$ cat src/rtl/core_id_pipe_pkg.sv
// Shared RV32I decode constants, the ALU operation encoding and the
// funct3-to-ALU mapping used by the ID stage.
package core_id_pipe_pkg;

  localparam logic [6:0] OPC_OP     = 7'b0110011;
  localparam logic [6:0] OPC_OP_IMM = 7'b0010011;
  localparam logic [6:0] OPC_LOAD   = 7'b0000011;
  localparam logic [6:0] OPC_STORE  = 7'b0100011;
  localparam logic [6:0] OPC_BRANCH = 7'b1100011;
  localparam logic [6:0] OPC_LUI    = 7'b0110111;
  localparam logic [6:0] OPC_AUIPC  = 7'b0010111;
  localparam logic [6:0] OPC_JAL    = 7'b1101111;
  localparam logic [6:0] OPC_JALR   = 7'b1100111;

  localparam logic [2:0] F3_ADD  = 3'd0;
  localparam logic [2:0] F3_SLL  = 3'd1;
  localparam logic [2:0] F3_SLT  = 3'd2;
  localparam logic [2:0] F3_SLTU = 3'd3;
  localparam logic [2:0] F3_XOR  = 3'd4;
  localparam logic [2:0] F3_SR   = 3'd5;
  localparam logic [2:0] F3_OR   = 3'd6;
  localparam logic [2:0] F3_AND  = 3'd7;

  localparam logic [2:0] F3_BLT  = 3'd4;
  localparam logic [2:0] F3_BGE  = 3'd5;
  localparam logic [2:0] F3_BLTU = 3'd6;
  localparam logic [2:0] F3_BGEU = 3'd7;

  localparam logic [6:0] F7_ZERO = 7'h00;
  localparam logic [6:0] F7_ALT  = 7'h20;

  localparam logic [31:0] INST_NOP = 32'h0000_0013;

  typedef enum logic [3:0] {
    ALU_ADD  = 4'd0,
    ALU_SUB  = 4'd1,
    ALU_SLL  = 4'd2,
    ALU_SLT  = 4'd3,
    ALU_SLTU = 4'd4,
    ALU_XOR  = 4'd5,
    ALU_SRL  = 4'd6,
    ALU_SRA  = 4'd7,
    ALU_OR   = 4'd8,
    ALU_AND  = 4'd9,
    ALU_PASS = 4'd10
  } alu_op_e;

  // alt selects SUB/SRA; callers only raise it where funct7 is meaningful
  function automatic alu_op_e alu_from_f3(input logic [2:0] f3, input logic alt);
    case (f3)
      F3_ADD:  return alt ? ALU_SUB : ALU_ADD;
      F3_SLL:  return ALU_SLL;
      F3_SLT:  return ALU_SLT;
      F3_SLTU: return ALU_SLTU;
      F3_XOR:  return ALU_XOR;
      F3_SR:   return alt ? ALU_SRA : ALU_SRL;
      F3_OR:   return ALU_OR;
      default: return ALU_AND;
    endcase
  endfunction

endpackage

$ cat src/rtl/core_decode_comb.sv
// Combinational RV32I field extraction, immediate generation,
// ALU operand selection and illegal-instruction detection.
module core_decode_comb
  import core_id_pipe_pkg::*;
#(
  parameter int XLEN = 32
)(
  input  logic [31:0]     inst_i,
  input  logic [XLEN-1:0] pc_i,
  input  logic [XLEN-1:0] rs1d_i,
  input  logic [XLEN-1:0] rs2d_i,
  output logic [4:0]      rs1_o,
  output logic [4:0]      rs2_o,
  output logic [4:0]      rd_o,
  output logic            rs1_used_o,
  output logic            rs2_used_o,
  output logic [XLEN-1:0] imm_o,
  output logic [XLEN-1:0] op1_o,
  output logic [XLEN-1:0] op2_o,
  output alu_op_e         alu_op_o,
  output logic            reg_we_o,
  output logic            mem_re_o,
  output logic            mem_we_o,
  output logic            branch_o,
  output logic            jump_o,
  output logic            illegal_o
);

  logic [6:0] opc, f7;
  logic [2:0] f3;
  logic [XLEN-1:0] imm_i, imm_s, imm_b, imm_u, imm_j;

  assign opc   = inst_i[6:0];
  assign f3    = inst_i[14:12];
  assign f7    = inst_i[31:25];
  assign rd_o  = inst_i[11:7];
  assign rs1_o = inst_i[19:15];
  assign rs2_o = inst_i[24:20];

  assign imm_i = XLEN'($signed(inst_i[31:20]));
  assign imm_s = XLEN'($signed({inst_i[31:25], inst_i[11:7]}));
  assign imm_b = XLEN'($signed({inst_i[31], inst_i[7], inst_i[30:25], inst_i[11:8], 1'b0}));
  assign imm_u = XLEN'($signed({inst_i[31:12], 12'b0}));
  assign imm_j = XLEN'($signed({inst_i[31], inst_i[19:12], inst_i[20], inst_i[30:21], 1'b0}));

  always_comb begin
    imm_o      = '0;
    op1_o      = '0;
    op2_o      = '0;
    alu_op_o   = ALU_ADD;
    reg_we_o   = 1'b0;
    mem_re_o   = 1'b0;
    mem_we_o   = 1'b0;
    branch_o   = 1'b0;
    jump_o     = 1'b0;
    illegal_o  = 1'b0;
    rs1_used_o = 1'b1;
    rs2_used_o = 1'b0;
    case (opc)
      OPC_OP: begin
        op1_o      = rs1d_i;
        op2_o      = rs2d_i;
        reg_we_o   = 1'b1;
        rs2_used_o = 1'b1;
        alu_op_o   = alu_from_f3(f3, f7[5]);
        if (f7 != F7_ZERO && f7 != F7_ALT) illegal_o = 1'b1;
        if (f7 == F7_ALT && f3 != F3_ADD && f3 != F3_SR) illegal_o = 1'b1;
      end
      OPC_OP_IMM: begin
        op1_o    = rs1d_i;
        imm_o    = imm_i;
        reg_we_o = 1'b1;
        alu_op_o = alu_from_f3(f3, (f3 == F3_SR) && f7[5]);
        // shift amount is the low five immediate bits, upper bits are funct7
        op2_o    = (f3 == F3_SLL || f3 == F3_SR) ? XLEN'(inst_i[24:20]) : imm_i;
        if (f3 == F3_SLL && f7 != F7_ZERO) illegal_o = 1'b1;
        if (f3 == F3_SR && f7 != F7_ZERO && f7 != F7_ALT) illegal_o = 1'b1;
      end
      OPC_LOAD: begin
        op1_o = rs1d_i; op2_o = imm_i; imm_o = imm_i;
        mem_re_o = 1'b1; reg_we_o = 1'b1;
      end
      OPC_STORE: begin
        op1_o = rs1d_i; op2_o = imm_s; imm_o = imm_s;
        mem_we_o = 1'b1; rs2_used_o = 1'b1;
      end
      OPC_BRANCH: begin
        op1_o = rs1d_i; op2_o = rs2d_i; imm_o = imm_b;
        branch_o = 1'b1; rs2_used_o = 1'b1;
        case (f3)
          F3_BLT, F3_BGE:   alu_op_o = ALU_SLT;
          F3_BLTU, F3_BGEU: alu_op_o = ALU_SLTU;
          default:          alu_op_o = ALU_SUB;
        endcase
      end
      OPC_LUI: begin
        op2_o = imm_u; imm_o = imm_u; alu_op_o = ALU_PASS;
        reg_we_o = 1'b1; rs1_used_o = 1'b0;
      end
      OPC_AUIPC: begin
        op1_o = pc_i; op2_o = imm_u; imm_o = imm_u;
        reg_we_o = 1'b1; rs1_used_o = 1'b0;
      end
      OPC_JAL: begin
        op1_o = pc_i; op2_o = XLEN'(4); imm_o = imm_j;
        jump_o = 1'b1; reg_we_o = 1'b1; rs1_used_o = 1'b0;
      end
      OPC_JALR: begin
        op1_o = pc_i; op2_o = XLEN'(4); imm_o = imm_i;
        jump_o = 1'b1; reg_we_o = 1'b1;
      end
      default: illegal_o = 1'b1;
    endcase
    if (rd_o == 5'd0) reg_we_o = 1'b0;
    if (illegal_o) begin
      reg_we_o = 1'b0; mem_re_o = 1'b0; mem_we_o = 1'b0;
      branch_o = 1'b0; jump_o   = 1'b0;
    end
  end

endmodule

$ cat src/rtl/core_id_pipe.sv
// RV32I decode stage: load-use hazard bubbles, ID/EX register with
// valid/ready handshake and flush, saturating stall-cycle counter.
module core_id_pipe
  import core_id_pipe_pkg::*;
#(
  parameter int XLEN        = 32,
  parameter int REG_ADDR_W  = 5,
  parameter int STALL_CNT_W = 16
)(
  input  logic                   clk,
  input  logic                   rst,
  input  logic                   in_valid,
  output logic                   in_ready,
  input  logic [31:0]            inst_in,
  input  logic [XLEN-1:0]        inst_addr_in,
  output logic [REG_ADDR_W-1:0]  rs1_addr_out,
  output logic [REG_ADDR_W-1:0]  rs2_addr_out,
  input  logic [XLEN-1:0]        read_reg1_data_in,
  input  logic [XLEN-1:0]        read_reg2_data_in,
  input  logic                   ex_load_pending_in,
  input  logic [REG_ADDR_W-1:0]  ex_load_rd_in,
  input  logic                   flush_in,
  output logic                   out_valid,
  input  logic                   out_ready,
  output logic [31:0]            inst_out,
  output logic [XLEN-1:0]        inst_addr_out,
  output logic                   reg_we_out,
  output logic [REG_ADDR_W-1:0]  reg_write_addr_out,
  output logic [XLEN-1:0]        reg1_data_out,
  output logic [XLEN-1:0]        reg2_data_out,
  output logic [XLEN-1:0]        opnum1_out,
  output logic [XLEN-1:0]        opnum2_out,
  output logic [XLEN-1:0]        imm_out,
  output logic [3:0]             alu_op_out,
  output logic                   mem_re_out,
  output logic                   mem_we_out,
  output logic                   branch_out,
  output logic                   jump_out,
  output logic                   illegal_out,
  output logic [STALL_CNT_W-1:0] stall_count_out
);

  logic [4:0]      d_rs1, d_rs2, d_rd;
  logic            d_rs1_used, d_rs2_used;
  logic [XLEN-1:0] d_imm, d_op1, d_op2;
  alu_op_e         d_alu;
  logic            d_we, d_re, d_wr, d_br, d_jmp, d_ill;

  core_decode_comb #(.XLEN(XLEN)) u_dec (
    .inst_i(inst_in), .pc_i(inst_addr_in),
    .rs1d_i(read_reg1_data_in), .rs2d_i(read_reg2_data_in),
    .rs1_o(d_rs1), .rs2_o(d_rs2), .rd_o(d_rd),
    .rs1_used_o(d_rs1_used), .rs2_used_o(d_rs2_used),
    .imm_o(d_imm), .op1_o(d_op1), .op2_o(d_op2), .alu_op_o(d_alu),
    .reg_we_o(d_we), .mem_re_o(d_re), .mem_we_o(d_wr),
    .branch_o(d_br), .jump_o(d_jmp), .illegal_o(d_ill)
  );

  logic stall, advance, hit1, hit2;
  logic vld_q, vld_d;
  logic [STALL_CNT_W-1:0] cnt_q, cnt_d;

  assign rs1_addr_out = REG_ADDR_W'(d_rs1);
  assign rs2_addr_out = REG_ADDR_W'(d_rs2);
  assign hit1    = d_rs1_used && (REG_ADDR_W'(d_rs1) == ex_load_rd_in);
  assign hit2    = d_rs2_used && (REG_ADDR_W'(d_rs2) == ex_load_rd_in);
  assign stall   = in_valid && ex_load_pending_in && (ex_load_rd_in != '0) && (hit1 || hit2);
  assign advance = !vld_q || out_ready;
  assign in_ready = advance && !stall && !flush_in;

  always_comb begin
    vld_d = vld_q;
    if (flush_in)     vld_d = 1'b0;
    else if (advance) vld_d = in_valid && !stall;
    cnt_d = cnt_q;
    if (stall && advance && !flush_in && cnt_q != '1) cnt_d = cnt_q + STALL_CNT_W'(1);
  end

  always_ff @(posedge clk or posedge rst) begin
    if (rst) begin
      vld_q <= 1'b0; cnt_q <= '0;
      inst_out <= INST_NOP; inst_addr_out <= '0;
      reg_we_out <= 1'b0; reg_write_addr_out <= '0;
      reg1_data_out <= '0; reg2_data_out <= '0;
      opnum1_out <= '0; opnum2_out <= '0; imm_out <= '0; alu_op_out <= '0;
      mem_re_out <= 1'b0; mem_we_out <= 1'b0;
      branch_out <= 1'b0; jump_out <= 1'b0; illegal_out <= 1'b0;
    end else begin
      vld_q <= vld_d;
      cnt_q <= cnt_d;
      // payload follows the decode whenever the slot is free; out_valid qualifies it
      if (advance) begin
        inst_out <= inst_in; inst_addr_out <= inst_addr_in;
        reg_we_out <= d_we; reg_write_addr_out <= REG_ADDR_W'(d_rd);
        reg1_data_out <= read_reg1_data_in; reg2_data_out <= read_reg2_data_in;
        opnum1_out <= d_op1; opnum2_out <= d_op2; imm_out <= d_imm; alu_op_out <= d_alu;
        mem_re_out <= d_re; mem_we_out <= d_wr;
        branch_out <= d_br; jump_out <= d_jmp; illegal_out <= d_ill;
      end
    end
  end

  assign out_valid       = vld_q;
  assign stall_count_out = cnt_q;

endmodule

$ cat config.mk
export PLATFORM = sky130hd
export DESIGN_NAME = core_id_pipe
export DESIGN_NICKNAME = d
export VERILOG_FILES = /design/src/rtl/core_id_pipe_pkg.sv /design/src/rtl/core_decode_comb.sv /design/src/rtl/core_id_pipe.sv
export SDC_FILE = /design/constraint.sdc
export NUM_CORES = 1
export LEC_CHECK = 0
export ABC_CLOCK_PERIOD_IN_PS = 11200
export BUFFER_PORTS_ARGS = -buffer_cell sky130_fd_sc_hd__buf_2
export CAP_MARGIN = 20
export CORE_AREA = 3 3 156 158
export DETAILED_ROUTE_END_ITERATION = 10
export DIE_AREA = 0 0 159 161
export PLACE_DENSITY = 0.85
export SYNTH_ARGS = -nofsm -noshare
export SYNTH_HDL_FRONTEND = slang
export SYNTH_SLANG_ARGS = --single-unit
$ cat constraint.sdc
create_clock -name clk -period 11.2 [get_ports clk]
set_input_delay 1.68 -clock clk [delete_from_list [all_inputs] [get_ports clk]]
set_output_delay 1.68 -clock clk [all_outputs]
set_load 0.01 [all_outputs]
==> results of run 1 <==
final timing paths:
| kind | startpoint | endpoint | slack, ns | depth (start not counted) |
|---|---|---|---|---|
| max | inst_in[6] | in_ready | 6.05 | 7 |
| min | inst_out[0] | inst_out[0] | 0.45 | 2 |
| max reg2reg | out_valid | opnum2_out[21] | 7.71 | 4 |
| min reg2reg | inst_out[0] | inst_out[0] | 0.45 | 2 |
| max in group asynchronous | rst | opnum2_out[1] | 7.71 | 4 |
| min in group asynchronous | rst | inst_out[3] | 1.29 | 2 |
Yosys cell counts (all sizes together) (2+ instances only):
cell type	n	area share [%]
a21boi	2	0.14
a21o	4	0.28
a21oi	33	1.6
a221oi	56	4.5
a222oi	5	0.46
a22o	6	0.48
a22oi	6	0.41
a32oi	3	0.24
and2	4	0.23
and3	8	0.46
and4	3	0.24
buf	36	2.2
clkbuf	59	2.0
dfrtp	248	57
dfstp	3	0.72
inv	4	0.14
mux2	3	0.31
nand2	457	16
nand2b	7	0.40
nand3	14	0.64
nand4	12	0.69
nor2	102	3.5
nor2b	3	0.17
nor3	3	0.18
o21a	2	0.14
o21ai	50	2.3
o22ai	2	0.11
o31ai	3	0.25
o41ai	2	0.23
or2	2	0.12
or3b	2	0.16
or4	4	0.34
xnor2	24	1.9
power by group through the flow:
stage	combinational, mW	sequential, mW	clock (mW)
final	0.265	0.986	0.881
after global routing	0.290	0.992	0.940
after CTS	0.266	0.986	0.899
after detailed placement	0.266	1.00	0
after global placement	0.260	1.00	0
after floorplan	0.109	1.03	0
area by class of cell:
cell class                 instances  area (sq um)
multi-input combinational        837          4165
antenna                            1         2.502
clock inverter                    11         105.1
clock buffer                      37         763.2
sequential                       251          6285
inverter                           4         22.52
fill                            1981          9425
timing repair buffer             414          2095
tap                              319         399.1
state kept, by name, indices dropped and copies added, names as in the netlist:
signal           count
alu_op_out           4
branch_out           1
illegal_out          1
imm_out             32
inst_addr_out       32
inst_out            32
jump_out             1
mem_re_out           1
mem_we_out           1
opnum1_out          32
opnum2_out          32
out_valid            1
reg1_data_out       32
reg2_data_out       32
reg_we_out           1
stall_count_out     16
worst max-delay path: cells and delay by family:
kind / cells / cell delay (ns)
compound gates: 1 / 0.33
simple gates: 4 / 1.06
buf+inv: 2 / 0.40
cell families after synthesis:
| group | share of synthesized area, % |
|---|---|
| simple gates | 23.84 |
| flops | 57.75 |
| fa+ha+maj | 0.1150 |
| compound gates | 11.69 |
| buf+inv | 4.357 |
| xor+xnor | 1.931 |
| mux | 0.3104 |
metrics by stage:
step | utilization [%] | setup WS (ns) | std cells | total power, mW
after global placement | 55.71 | 6.113 | 1824 | 1.260
after floorplan | - | 2.625 | 1187 | 1.137
after CTS | 59.44 | 6.062 | 1872 | 2.151
final | 59.48 | 6.048 | 1874 | 2.132
after detailed placement | 55.71 | 6.080 | 1824 | 1.268
after global routing | 59.48 | 5.923 | 1874 | 2.223
per-layer routing:
metal  share of wire, %  vias to the layer above  track usage [%]
li1                   -                     4634                -
met1                 39                     4854            35.69
met2                 46                      581            43.89
met3                9.3                      131            6.309
met4                5.5                        2            13.21
met5              0.036                        -                0
==> results.json, run 1 <==
{
  "slew_headroom_pct": 27.05,
  "grt_pass1_vias": 9773,
  "p_per_area_mw_per_mm2": 154.1,
  "finalHoldViolCount": 0,
  "cp-end-kind": "primary output",
  "wl_per_cell_um": 19.41,
  "final-setup-viol-count": 0,
  "cts_resized": 0,
  "cts_setup_buffers": 0,
  "power.share.combinational_pct": 12.4,
  "maxCapViolations": 0,
  "post-route-min-period_ns": 5.152,
  "synth_area_per_cell_sq_um": 9.168,
  "die_area_sq_mm": 0.02560,
  "num_rows": 56,
  "intPower_mw": 1.571,
  "fin_crit_sh_pct": 46.00,
  "crit_fanout": 23,
  "placement.cell_area_sq_mm": 0.01296,
  "async_flop_share_pct": 100.0,
  "grt_pass1_wl_um": 55950,
  "hp-class": "reg -> reg",
  "arrival_ns": 3.47,
  "postCtsHoldBufs": 0,
  "finalMaxSlewViolations": 0,
  "routed_wirelength_um": 36370,
  "pwr-share-seq_pct": 46.3,
  "die_h_um": 161,
  "antenna_found_initial": 2,
  "layout.nets": 1675,
  "syn_to_final_growth_pct": 27.14,
  "synth_cells": 1187,
  "ios": 406,
  "grt_max_degree": 123,
  "crit_slowest_cell": "or3b_2",
  "outcome": "finished, final reports clean",
  "syn-num-nets": 1327,
  "rsz0062_at_grt": "no",
  "globalRouteTotalUtil_pct": 27.44,
  "ys_warn_count": 0,
  "gr-total-overflow": 0,
  "cts.clk_slew.worst_paths_ns": 0.06,
  "peakVddDrop_v": 0.0001165,
  "via_per_inst": 5.444,
  "fmax_ghz": 0.1941,
  "synth_area_sq_mm": 0.01088,
  "fin_area_sq_mm": 0.01384,
  "drtPass1Iterations": 5,
  "cts_tree": "yes",
  "gp_congestion": 0.8946,
  "drive_gt1_share_pct": 30.82,
  "clkPwrFrac_pct": 41.3,
  "worstPathCellList": "buf_2 -> or3b_2 -> a21oi_4 -> or4_4 -> nand2_4 -> nor3_1 -> buf_2",
  "critPathMaxStageDelay_ns": 0.58,
  "crit_type": "in -> out",
  "switching_share_pct": 26.31,
  "start_kind": "primary input",
  "worst_pin_slew_ns": 1.094,
  "critPathRequiredTime_ns": 9.52,
  "finalSetupTns_ns": 0,
  "p_switching_mw": 0.5609,
  "ctsLongestPathBuffers": 3,
  "yosysUniqueCellTypes": 61,
  "final_antenna_net_count": 0,
  "synth-seq-area-share_pct": 57.75,
  "numCtsBuffers": 27,
  "clock_latency_ns": 0.52,
  "h-tree-depth": 1,
  "drt_iter0_markers": 1116,
  "critPathMostFrequentCell": "buf_2",
  "fp.dieW_um": 159,
  "hold_ws_ns": 0.4537,
  "start_util_pct": 46.78,
  "synth_seq_cells": 251,
  "io_buffers": 405,
  "root_buffer": "clkbuf_16",
  "cts.sinks": 251,
  "synth-main-ff-cell": "dfrtp_1",
  "vias": 10200,
  "synth_edf_count": 0,
  "coreArea_sq_mm": 0.02326,
  "p_leak_nw": 7.441,
  "hpwl_um": 25360,
  "fin_skew_ns": 0.007003,
  "layout_common_cells": "nand2_1, buf_2, dfrtp_1",
  "mostFrequentLayoutCell": "nand2_1",
  "drcViolationCount": 0
}
(Power assumes the default switching activity.)
==> inputs of run 2 (changes only) <==
--- a/config.mk
+++ b/config.mk
@@ -5,12 +5,14 @@
 export SDC_FILE = /design/constraint.sdc
 export NUM_CORES = 1
 export LEC_CHECK = 0
-export ABC_CLOCK_PERIOD_IN_PS = 11200
+export ABC_AREA = 1
+export ABC_CLOCK_PERIOD_IN_PS = 4600
 export BUFFER_PORTS_ARGS = -buffer_cell sky130_fd_sc_hd__buf_2
 export CAP_MARGIN = 20
-export CORE_AREA = 3 3 156 158
+export CORE_ASPECT_RATIO = 2
+export CORE_MARGIN = 3
+export CORE_UTILIZATION = 45
 export DETAILED_ROUTE_END_ITERATION = 10
-export DIE_AREA = 0 0 159 161
 export PLACE_DENSITY = 0.85
 export SYNTH_ARGS = -nofsm -noshare
 export SYNTH_HDL_FRONTEND = slang
==> constraint.sdc (replaced) <==
create_clock -name clk -period 4.6 [get_ports clk]
set_input_delay 0.69 -clock clk [delete_from_list [all_inputs] [get_ports clk]]
set_output_delay 0.69 -clock clk [all_outputs]
set_load 0.01 [all_outputs]
==> run 2 against run 1 <==
  * Total power up 130%
  * Flip-flop and latch count unchanged
  * Combinational power up 120%
  * Clock power up 130%
  * Non-clock buffer count up 4
  * Global-route usage down 0.56 points
  * Wire length up 0.41%
==> results.json, run 2 <==
{
  "crit_slowest_cell": "nand3_2",
  "ios": 406,
  "worstPathCellList": "buf_2 -> inv_2 -> nor2_2 -> nand3_2 -> nand2_4 -> inv_2 -> nand3_1 -> nand2_2 -> nand2_1 -> inv_1 -> nor3_1 -> buf_2",
  "root_buffer": "clkbuf_16",
  "p_switching_mw": 1.315,
  "pwr-share-seq_pct": 47.8,
  "fp.dieW_um": 116.5,
  "synth_top_area_cell": "dfrtp_1",
  "synth_mux_area_share_pct": 0,
  "post-place-ws_ns": 1.615,
  "slew_headroom_pct": 34.25,
  "io_buffers": 405,
  "rsz0062_at_grt": "no",
  "mostFrequentLayoutCell": "nand2_1",
  "arrival_ns": 2.33,
  "drt-met1-wl_um": 12880,
  "timing.rr.start": "out_valid",
  "synth-seq-area-share_pct": 57.23,
  "cts_setup_buffers": 0,
  "clkPwrFrac_pct": 40.6,
  "fillCellCount": 2025,
  "globalRouteTotalUtil_pct": 26.88,
  "fin_util_pct": 58.11,
  "maxCapViolations": 0,
  "yosysTopAreaCellShare_pct": 56.51,
  "drcViolationCount": 0,
  "start_util_pct": 45.90,
  "worst_slack_ns": 1.584,
  "postCtsHoldBufs": 0,
  "die_area_sq_mm": 0.02643,
  "final_antenna_net_count": 0,
  "synth_cells": 1301,
  "yosys.area_share.xor_xnor_pct": 1.436,
  "drt_iter0_markers": 919,
  "total_power_mw": 4.999,
  "syn_to_final_growth_pct": 26.59,
  "synth_edf_count": 0,
  "num_rows": 80,
  "worst_pin_slew_ns": 0.9862,
  "vias": 10520,
  "start_kind": "primary input",
  "hold_ws_ns": 0.08607,
  "p_per_area_mw_per_mm2": 359.6,
  "placement.cell_area_sq_mm": 0.01310,
  "synthAdderAreaFrac_pct": 0.1139,
  "crit_type": "in -> out",
  "finalHoldViolCount": 0,
  "routed_wirelength_um": 36520,
  "final-setup-viol-count": 0,
  "post-synth-top-count-cell": "nand2_1",
  "fin_skew_ns": 0.01306,
  "p_leak_nw": 7.920,
  "synth_top_family_by_area": "simple AND/OR/NAND/NOR gates",
  "outcome": "finished, final reports clean",
  "numCtsBuffers": 22,
  "antenna_found_initial": 3,
  "layout.nets": 1805,
  "cts_resized": 0,
  "synth-main-ff-cell": "dfrtp_1",
  "cts_tree": "yes",
  "post-route-min-period_ns": 3.016,
  "synthTopCellsByCount": "nand2_1, dfrtp_1, clkbuf_1, o21ai_0, inv_1",
  "switching_share_pct": 26.31,
  "ys_warn_count": 0,
  "critPathRequiredTime_ns": 3.91,
  "via_per_inst": 5.337,
  "cts.sinks": 251,
  "gp_congestion": 0.9134,
  "yosysUniqueCellTypes": 37,
  "finalSetupTns_ns": 0,
  "reg2reg_to": "opnum1_out[30]",
  "power.share.combinational_pct": 11.6,
  "grt_pass1_wl_um": 55510,
  "dp.cells": 1928,
  "wl_met3_um": 2536,
  "fmax_ghz": 0.3315,
  "wl_per_cell_um": 18.53,
  "critPathMaxStageDelay_ns": 0.34,
  "fin_area_sq_mm": 0.01390,
  "final_cell_count_no_fill": 1971,
  "cts.clk_slew.worst_paths_ns": 0.07,
  "wl_met2_um": 18800,
  "hpwl_um": 27000,
  "r2r_slack_ns": 2.28,
  "clock_latency_ns": 0.52,
  "routed.top_layer": "met4",
  "async_flop_share_pct": 100.0,
  "synth-compound-area-share_pct": 9.126,
  "rr_worst_depth": 6,
  "gr-total-overflow": 0,
  "peakVddDrop_v": 0.0003122,
  "cp-end-kind": "primary output",
  "fin_crit_sh_pct": 65.58,
  "coreArea_sq_mm": 0.02392,
  "synth_area_sq_mm": 0.01098,
  "drive_gt1_share_pct": 29.09,
  "yosys.area_share.simple_pct": 26.81,
  "hp-class": "in -> async",
  "crit_fanout": 14,
  "intPower_mw": 3.684,
  "ctsLongestPathBuffers": 3,
  "finalMaxSlewViolations": 0,
  "drtPass1Iterations": 6,
  "syn-num-nets": 1441,
  "grt_max_degree": 131,
  "layout_common_cells": "nand2_1, buf_2, dfrtp_1",
  "synth_area_per_cell_sq_um": 8.441,
  "ys_top_cells_by_area": "dfrtp_1, nand2_1, o221ai_1, o21ai_0, a21oi_1",
  "grt_pass1_vias": 10440,
  "h-tree-depth": 1,
  "die_h_um": 226.9,
  "synth_seq_cells": 251
}
[run 2: cell families after synthesis]
family,Yosys count
adders and majority gates,1
DFF,251
and+or+nand+nor,740
xor gates and xnor gates,18
buffers and inverters,129
AOI/OAI and AO/OA,162
[run 2: worst max-delay path, delay by kind of cell]
family | cells | cell delay [ns]
and+or+nand+nor | 7 | 1.18
buffers and inverters | 5 | 0.45
[run 2: final cells by class]
type                            count  area [sq um]  area share [%]
Inverter                           51         197.7           1.422
Multi-Input combinational cell    921          4124           29.66
Clock inverter                     13         192.7           1.386
Tap cell                          287         359.1           2.583
Antenna cell                        3         7.507         0.05400
Timing Repair Buffer              418          2137           15.37
Clock buffer                       27         599.3           4.311
Sequential cell                   251          6285           45.21
[run 2: worst max-delay path by stage]
stage / endpoint / startpoint / slack (ns)
final: in_ready / inst_in[4] / 1.58
after global placement: in_ready / inst_in[2] / 1.68
after detailed placement: in_ready / inst_in[4] / 1.61
after floorplan: alu_op_out[0] / rst / 0.61
after global routing: in_ready / inst_in[2] / 1.45
after CTS: in_ready / inst_in[2] / 1.61
[run 2: layer usage]
metal | global-route usage [%] | vias up
met5 | 0 | -
met4 | 14.99 | 0
met3 | 4.247 | 126
met2 | 47.04 | 556
met1 | 30.68 | 4977
li1 | - | 4860
[run 2: power by group through the flow]
| stage | registers [mW] | clock network [mW] | logic, mW |
|---|---|---|---|
| 3_3_place_gp | 2.42 | 0 | 0.571 |
| 3_5_place_dp | 2.43 | 0 | 0.584 |
| 4_1_cts | 2.39 | 2.07 | 0.586 |
| 6_report | 2.39 | 2.03 | 0.581 |
| 2_1_floorplan | 2.48 | 0 | 0.235 |
| 5_1_grt | 2.40 | 2.14 | 0.642 |
